--- config.mk ---
export PLATFORM = sky130hd
export DESIGN_NAME = sp_window_collect_flat
export DESIGN_NICKNAME = d
export VERILOG_FILES = /design/src/rtl/sp_window_collect_if.sv /design/src/rtl/sp_window_collect.sv /design/src/flat_wrapper.sv
export SDC_FILE = /design/constraint.sdc
export NUM_CORES = 1
export LEC_CHECK = 0
export CAP_MARGIN = 5
export CORE_UTILIZATION = 35
export CTS_CLUSTER_DIAMETER = 80
export DETAILED_ROUTE_END_ITERATION = 16
export GPL_ROUTABILITY_DRIVEN = 0
export PLACE_DENSITY = 0.58
export SLEW_MARGIN = 10
export SYNTH_ARGS = -nofsm -noshare
export SYNTH_HDL_FRONTEND = slang
export SYNTH_SLANG_ARGS = --single-unit
--- constraint.sdc ---
create_clock -name clk -period 2.3 [get_ports clk]
set_clock_uncertainty 0.1 [all_clocks]
set_input_delay 0.575 -clock clk [delete_from_list [all_inputs] [get_ports clk]]
set_output_delay 0.575 -clock clk [all_outputs]
set_load 0.1 [all_outputs]
--- src/rtl/sp_window_collect_if.sv ---
// Sample-in / window-out bundle for sp_window_collect.
// The producer side (master) drives samples and observes windows; the collector uses slave.
interface sp_window_collect_if #(
  parameter int K   = 7,
  parameter int LEN = 16
);
  logic                 in_valid;
  logic [2*LEN-1:0]     in_data;
  logic                 out_valid;
  logic [K*2*LEN-1:0]   out_value;

  modport master (
    output in_valid,
    output in_data,
    input  out_valid,
    input  out_value
  );

  modport slave (
    input  in_valid,
    input  in_data,
    output out_valid,
    output out_value
  );
endinterface

--- src/rtl/sp_window_collect.sv ---
// Collects complex samples into K-wide windows, in block (hop K) or sliding (hop 1) mode.
// A clr or a change of mode restarts the window; out_value[K-1] is the newest sample.
module sp_window_collect #(
  parameter int K     = 7,
  parameter int LEN   = 16,
  parameter int CNT_W = 16
) (
  input  logic              clk,
  input  logic              rst_n,
  sp_window_collect_if.slave bus,
  input  logic              i_mode,
  input  logic              i_clr,
  output logic [CNT_W-1:0]  o_win_cnt,
  output logic              o_filling
);
  localparam int SW     = 2 * LEN;
  localparam int FILL_W = $clog2(K + 1);
  localparam logic [FILL_W-1:0] FILL_FULL = FILL_W'(K);
  localparam logic [FILL_W-1:0] FILL_LAST = FILL_W'(K - 1);

  logic [K-1:0][SW-1:0] r_shreg;
  logic [K-1:0][SW-1:0] r_out_value;
  logic                 r_out_valid;
  logic [FILL_W-1:0]    r_fill;
  logic [CNT_W-1:0]     r_win_cnt;
  logic                 r_mode_q;

  logic [K-1:0][SW-1:0] w_shifted;
  logic                 w_mode_chg;
  logic                 w_clear;
  logic                 w_accept;
  logic                 w_emit;
  logic [FILL_W-1:0]    w_fill_next;
  logic [CNT_W-1:0]     w_cnt_next;

  // A mode change restarts the window exactly like clr, but keeps the window count.
  always_comb begin
    w_shifted   = {bus.in_data, r_shreg[K-1:1]};
    w_mode_chg  = (i_mode != r_mode_q);
    w_clear     = i_clr | w_mode_chg;
    w_accept    = bus.in_valid & ~w_clear;
    w_emit      = w_accept & ((r_fill == FILL_LAST) | (r_fill == FILL_FULL));
    w_fill_next = r_fill;
    w_cnt_next  = r_win_cnt;

    if (w_clear) begin
      w_fill_next = '0;
    end else if (w_accept) begin
      if (r_fill == FILL_FULL) begin
        w_fill_next = FILL_FULL;
      end else if (r_fill == FILL_LAST) begin
        w_fill_next = i_mode ? FILL_FULL : '0;
      end else begin
        w_fill_next = r_fill + 1'b1;
      end
    end

    if (i_clr) begin
      w_cnt_next = '0;
    end else if (w_emit) begin
      w_cnt_next = r_win_cnt + 1'b1;
    end
  end

  always_ff @(posedge clk) begin
    r_mode_q <= i_mode;
    if (!rst_n) begin
      r_shreg     <= '0;
      r_out_value <= '0;
      r_out_valid <= 1'b0;
      r_fill      <= '0;
      r_win_cnt   <= '0;
    end else begin
      if (w_accept) begin
        r_shreg <= w_shifted;
      end
      if (w_emit) begin
        r_out_value <= w_shifted;
      end
      r_out_valid <= w_emit;
      r_fill      <= w_fill_next;
      r_win_cnt   <= w_cnt_next;
    end
  end

  assign bus.out_valid = r_out_valid;
  assign bus.out_value = r_out_value;
  assign o_win_cnt     = r_win_cnt;
  assign o_filling     = (r_fill < FILL_FULL);
endmodule

--- src/flat_wrapper.sv ---
// flat-port wrapper written by rule: the top's interface ports become plain ports
module sp_window_collect_flat 
#(
  parameter int K     = 7,
  parameter int LEN   = 16,
  parameter int CNT_W = 16
)
  (clk, rst_n, i_mode, i_clr, o_win_cnt, o_filling, bus_in_valid, bus_in_data, bus_out_valid, bus_out_value);
  sp_window_collect_if #(.K(K), .LEN(LEN)) bus_i ();
  input  logic clk;
  input  logic rst_n;
  input  logic i_mode;
  input  logic i_clr;
  output logic [CNT_W-1:0] o_win_cnt;
  output logic o_filling;
  input wire logic [$bits(bus_i.in_valid)-1:0] bus_in_valid;
  input wire logic [$bits(bus_i.in_data)-1:0] bus_in_data;
  output wire logic [$bits(bus_i.out_valid)-1:0] bus_out_valid;
  output wire logic [$bits(bus_i.out_value)-1:0] bus_out_value;
  assign bus_i.in_valid = bus_in_valid;
  assign bus_i.in_data = bus_in_data;
  assign bus_out_valid = bus_i.out_valid;
  assign bus_out_value = bus_i.out_value;
  sp_window_collect #(.K(K), .LEN(LEN), .CNT_W(CNT_W)) u_core (.clk(clk), .rst_n(rst_n), .bus(bus_i), .i_mode(i_mode), .i_clr(i_clr), .o_win_cnt(o_win_cnt), .o_filling(o_filling));
endmodule
==> results of run 1 <==
==> registers in the layout, indices dropped and copies added, names as in the netlist <==
| signal | count |
|---|---|
| u_core.o_win_cnt | 16 |
| u_core.bus.out_value | 224 |
| u_core.r_mode_q | 1 |
| u_core.bus.out_valid | 1 |
| u_core.r_shreg | 192 |
| u_core.r_fill | 3 |
==> cell type report <==
cell class              count  area (um^2)
multi-input cells        1338         6840
well taps                 600        750.7
clock buffers              75         1434
repair buffers            355         3073
clock inverters             9        97.59
inverters                   4        15.01
fillers                  4540        24510
flip-flops and latches    437         8756
==> metrics by stage <==
step / hold slack (ps) / worst slack (ps) / setup TNS [ps] / total power, mW / utilization
CTS: 162.5 / 211.4 / 0 / 15.92 / 0.4610
global route: 202.3 / 103.6 / 0 / 16.26 / 0.4610
finish: 192.8 / 174.8 / 0 / 15.68 / 0.4610
global placement: 342.5 / -319.1 / -42250 / 8.345 / 0.4273
floorplan: 335.3 / 66.22 / 0 / 8.084 / -
detailed placement: 349.3 / -370.7 / -54520 / 8.350 / 0.4273
==> worst reg2reg max path, delay by kind of cell (launching register included) <==
family                 cells  cell delay (ps)
AND/OR/NAND/NOR            4             1290
flip-flops                 1              450
buffers and inverters      1              200
==> path summary, 6_finish.rpt <==
check | depth (start not counted) | end | from | slack, ps
worst min-delay path | 2 | u_core.bus.out_valid | rst_n | 190
worst max register to register | 5 | u_core.o_win_cnt[7] | u_core.r_fill[1] | 210
worst min register to register | 2 | u_core.r_shreg[36] | u_core.r_shreg[36] | 350
worst max-delay path | 6 | u_core.o_win_cnt[7] | i_clr | 170
==> cells in the mapped netlist, types with 5 or more instances <==
master	n	area, um^2
a21boi_1	178	1336
or4_1	10	75.07
nand3_1	8	40.04
a21boi_0	238	1787
nand2_1	852	3198
clkbuf_1	104	390.4
nor2_1	7	26.28
dfxtp_1	437	8748
o211ai_1	8	60.06
buf_2	29	145.1
buf_1	8	30.03
xnor2_1	5	43.79
==> metal layers <==
layer / global-route usage / wire length (um)
met5: 0 / 0
met4: 0.04906 / 921
met1: 0.2544 / 21130
met2: 0.3228 / 21660
met3: 0.05101 / 2635
==> report_power, final <==
part	total (mW)	internal (mW)	switching (mW)
clock	7.50	4.47	3.03
sequential	7.63	7.60	0.0290
combinational	0.547	0.256	0.292
==> layout by cell type (no fill, tap or decap), types with 3 or more instances in the layout <==
master           count
dfxtp_1            431
and4_1               3
a21boi_0           238
clkinv_2             6
clkdlybuf4s50_1     35
xnor2_1              5
a21oi_1              4
nand2_1            850
a21boi_1           178
or4_1               10
inv_1                4
buf_12              25
o211ai_1             8
buf_4              294
clkbuf_16           49
nor2_1               6
clkbuf_8            11
nand3_1              8
nor3_1               3
ha_1                 4
dfxtp_2              6
clkbuf_1            15
==> cells by family after synthesis <==
| family | after synthesis | share of synthesized area |
|---|---|---|
| XOR/XNOR | 7 | 0.003798 |
| flip-flops | 437 | 0.5419 |
| multiplexers | 1 | 0.0006200 |
| AO/OA/AOI/OAI | 434 | 0.2013 |
| AND/OR/NAND/NOR | 892 | 0.2133 |
| adder cells (fa/ha/maj) | 4 | 0.003100 |
| buffers and inverters | 145 | 0.03596 |
==> flow_metrics.env, run 1 <==
export IMPL_status="completed"
export IMPL_worst_pin_slew_ps=627.9
export IMPL_drive_gt1_frac=0.1808
export IMPL_drv_cap=0
export IMPL_critPathTopFamily="simple AND/OR/NAND/NOR gates"
export IMPL_first_iter_violations=900
export IMPL_synthesis_area_um2=16140
export IMPL_die_h_um=216.8
export IMPL_crit_path_start_kind="input port"
export IMPL_end_kind="flip-flop"
export IMPL_worstPathMaxFanout=6
export IMPL_grt_pass1_wl_um=72760
export IMPL_p_per_area_nw_per_um2=747.9
export IMPL_hold_buffers=0
export IMPL_synth_async_sr_flop_share=0
export IMPL_required_ps=2710
export IMPL_drc=0
export IMPL_yosysSeqAreaShare=0.5419
export IMPL_cts_setup_buffers=0
export IMPL_stdcell_count=2818
export IMPL_cts_buffer_depth=3
export IMPL_cts_root_buf="clkbuf_16"
export IMPL_die_x_um=216.8
export IMPL_path_class="input port to flip-flop"
export IMPL_placed_cell_area_um2=19430
export IMPL_synth_cell_types=30
export IMPL_insertion_delay_ps=570
export IMPL_dp_cells=2734
export IMPL_h_tree_depth=2
export IMPL_critical_path_buf_inv_count=2
export IMPL_grt_ovfl_total=0
export IMPL_yosysWarnings=0
export IMPL_portBuffers=278
export IMPL_hold_class="input port to flip-flop"
export IMPL_syn2layout_area_growth_pct=29.87
export IMPL_p_leak_nw=7.642
export IMPL_ant_nets=0
export IMPL_fin_crit_ps=2125
export IMPL_relSlewSlack=0.5814
export IMPL_finalSetupViolations=0
export IMPL_synth_flop_cell="dfxtp_1"
export IMPL_hpwl_um=32430
export IMPL_wire_per_inst_um=16.45
export IMPL_design_area_um2=20970
export IMPL_num_rows=78
export IMPL_hold_viol=0
export IMPL_crit_top_cell="or4_1"
export IMPL_grt_max_degree=161
export IMPL_fin_crit_sh=0.9240
export IMPL_cts_sink_count=437
export IMPL_wl_um=46350
export IMPL_ios=279
export IMPL_cts_made_buffers=47
export IMPL_max_stage_delay_ps=620
export IMPL_synthCells=1920
export IMPL_cts_resized_gates=0
export IMPL_nets=2224
export IMPL_start_util=0.3550
export IMPL_synth_seq_cells=437
export IMPL_rsz0062_at_grt="false"
export IMPL_cts_tree="yes"
export IMPL_synth_nets=1961
export IMPL_grt_antenna_before_repair=0
export IMPL_ir_worst_vdd_mv=0.4856
export IMPL_arrival_ps=2540
export IMPL_grt_total_usage=0.1960
export IMPL_dieArea_um2=46990
export IMPL_synth_edf_count=0
export IMPL_drt_first_pass_iters=5
export IMPL_clk_pin_slew_ps=60
export IMPL_crit_path_cell_trace="clkdlybuf4s50_1, nand4b_1, or4_1, buf_4, or4_1, nand2_1"
export IMPL_core_um2=45480
export IMPL_fmax_ghz=0.4705
export IMPL_crit_path_top_delay_cell="or4_1"
export IMPL_diodes=0
export IMPL_drv_slew=0
export IMPL_grt_pass1_vias=12810
export IMPL_syn_avg_cell_area_um2=8.408
export IMPL_via_count=13330
export IMPL_routed_via_density=4.731
(Power assumes the default switching activity.)
==> run 2: changes to the inputs <==
--- a/config.mk
+++ b/config.mk
@@ -15,3 +15,4 @@
 export SYNTH_ARGS = -nofsm -noshare
 export SYNTH_HDL_FRONTEND = slang
 export SYNTH_SLANG_ARGS = --single-unit
+export TNS_END_PERCENT = 100
==> results of run 2 <==
Final layout, timing and power as in run 1 (identical DEF).
==> run 3: changes to the inputs <==
--- a/config.mk
+++ b/config.mk
@@ -10,7 +10,7 @@
 export CTS_CLUSTER_DIAMETER = 80
 export DETAILED_ROUTE_END_ITERATION = 16
 export GPL_ROUTABILITY_DRIVEN = 0
-export PLACE_DENSITY = 0.58
+export PLACE_DENSITY = 0.63
 export SLEW_MARGIN = 10
 export SYNTH_ARGS = -nofsm -noshare
 export SYNTH_HDL_FRONTEND = slang
==> run 3 against run 2 <==
Against the previous run: maximum frequency grew 2.8%; utilization grew 0.64 points; non-clock buffer count up 13; highest routed layer unchanged; combinational power up 3%; critical path type unchanged; first-iteration DRC count down 23%; die area stayed put; via count increased by 0.23%; sequential cell count unchanged.
==> flow_metrics.env, run 3 (synthesis gave the netlist of run 1 again) <==
export IMPL_status="completed"
export IMPL_max_stage_delay_ps=620
export IMPL_fin_crit_sh=0.8989
export IMPL_via_count=13360
export IMPL_path_class="input port to flip-flop"
export IMPL_fin_ws_ps=232.6
export IMPL_hold_class="input port to flip-flop"
export IMPL_final_cell_mix="nand2_1, dfxtp_1, buf_4, a21boi_0, a21boi_1"
export IMPL_drt_first_pass_iters=5
export IMPL_crit_path_top_delay_cell="or4_1"
export IMPL_insertion_delay_ps=570
export IMPL_cts_root_buf="clkbuf_16"
export IMPL_fin_crit_ps=2067
export IMPL_p_per_area_nw_per_um2=735.1
export IMPL_clk_pin_slew_ps=60
export IMPL_num_rows=78
export IMPL_die_h_um=216.8
export IMPL_n_fill_cell=4441
export IMPL_wl_um=45230
export IMPL_grt_pass1_wl_um=71000
export IMPL_stdcell_count=2831
export IMPL_required_ps=2720
export IMPL_worstPathMaxFanout=5
export IMPL_dr_wl_met3_um=2819
export IMPL_drc=0
export IMPL_wire_per_inst_um=15.98
export IMPL_grt_antenna_before_repair=0
export IMPL_grt_pass1_vias=12910
export IMPL_cts_tree="yes"
export IMPL_relSlewSlack=0.5923
export IMPL_die_x_um=216.8
export IMPL_cts_buffer_depth=3
export IMPL_hold_buffers=0
export IMPL_cts_setup_buffers=0
export IMPL_first_iter_violations=690
export IMPL_drive_gt1_frac=0.1874
export IMPL_grt_max_degree=156
export IMPL_core_um2=45480
export IMPL_p_leak_nw=7.770
export IMPL_cts_resized_gates=0
export IMPL_dp_cells=2747
export IMPL_m1WireLength_um=20480
export IMPL_crit_path_cell_trace="clkdlybuf4s50_1, nand4b_1, or4_1, buf_4, or4_1, nand2_1"
export IMPL_dieArea_um2=46990
export IMPL_cts_sink_count=437
export IMPL_design_area_um2=21260
export IMPL_grt_total_usage=0.1900
export IMPL_crit_path_start_kind="input port"
export IMPL_h_tree_depth=2
export IMPL_layout_commonest_cell="nand2_1"
export IMPL_diodes=0
export IMPL_portBuffers=278
export IMPL_finalSetupViolations=0
export IMPL_largest_reg_flops=224
export IMPL_place_ws_ps=-331.3
export IMPL_route_met2_wl_um=21170
export IMPL_fmax_ghz=0.4837
export IMPL_arrival_ps=2480
export IMPL_ir_worst_vdd_mv=0.4729
export IMPL_nets=2237
export IMPL_drv_slew=0
export IMPL_power_mw=15.63
export IMPL_hpwl_um=32180
export IMPL_rsz0062_at_grt="false"
export IMPL_placed_cell_area_um2=19730
export IMPL_worst_pin_slew_ps=611.6
export IMPL_routed_via_density=4.720
export IMPL_grt_ovfl_total=0
export IMPL_end_kind="flip-flop"
export IMPL_top_layer_used="met4"
export IMPL_crit_top_cell="or4_1"
export IMPL_start_util=0.3550
export IMPL_cts_made_buffers=47
export IMPL_hold_viol=0
export IMPL_ant_nets=0
export IMPL_drv_cap=0
export IMPL_syn2layout_area_growth_pct=31.66
export IMPL_ios=279
run 3: power breakdown:
part           total, mW  leakage [nW]  internal (mW)  switching, mW
combinational      0.566          3.49          0.277          0.289
sequential          7.63          3.52           7.60         0.0289
clock               7.43         0.754           4.39           3.05
run 3: layout make-up:
| type | count | area [um^2] | area share |
|---|---|---|---|
| sequential | 437 | 8756 | 0.4119 |
| multi-input combinational | 1338 | 6840 | 0.3218 |
| timing repair buffer | 368 | 3371 | 0.1586 |
| clock buffer | 74 | 1438 | 0.06764 |
| tap | 600 | 750.7 | 0.03532 |
| clock inverter | 10 | 85.08 | 0.004003 |
| inverter | 4 | 15.01 | 0.0007064 |
run 3: worst paths after layout:
check                                 start                   endpoint  slack [ps]  cells after the start
hold / removal                        rst_n  u_core.bus.out_value[214]         250                      2
hold reg to reg   u_core.bus.out_value[184]  u_core.bus.out_value[184]         350                      2
setup / recovery                      i_clr        u_core.o_win_cnt[7]         230                      6
setup reg to reg           u_core.r_fill[1]        u_core.o_win_cnt[7]         280                      5
run 3: per-stage QoR:
step / TNS (ps) / hold slack, ps / utilization
after floorplan: 0 / 335.3 / -
after global placement: -25760 / 343.4 / 0.4339
after detailed placement: -49740 / 347.5 / 0.4339
after CTS: 0 / 220.9 / 0.4674
after global routing: 0 / 241.2 / 0.4674
final: 0 / 251.9 / 0.4674
run 3: worst max-delay path: cells and delay by family:
kind                   cells  cell delay (ps)
AND/OR/NAND/NOR            4             1290
buffers and inverters      2              610
run 3: per-layer routing:
metal,track usage,vias up
met5,0,-
met4,0.04366,0
met3,0.05129,55
met2,0.3178,267
met1,0.2428,6270
li1,-,6771
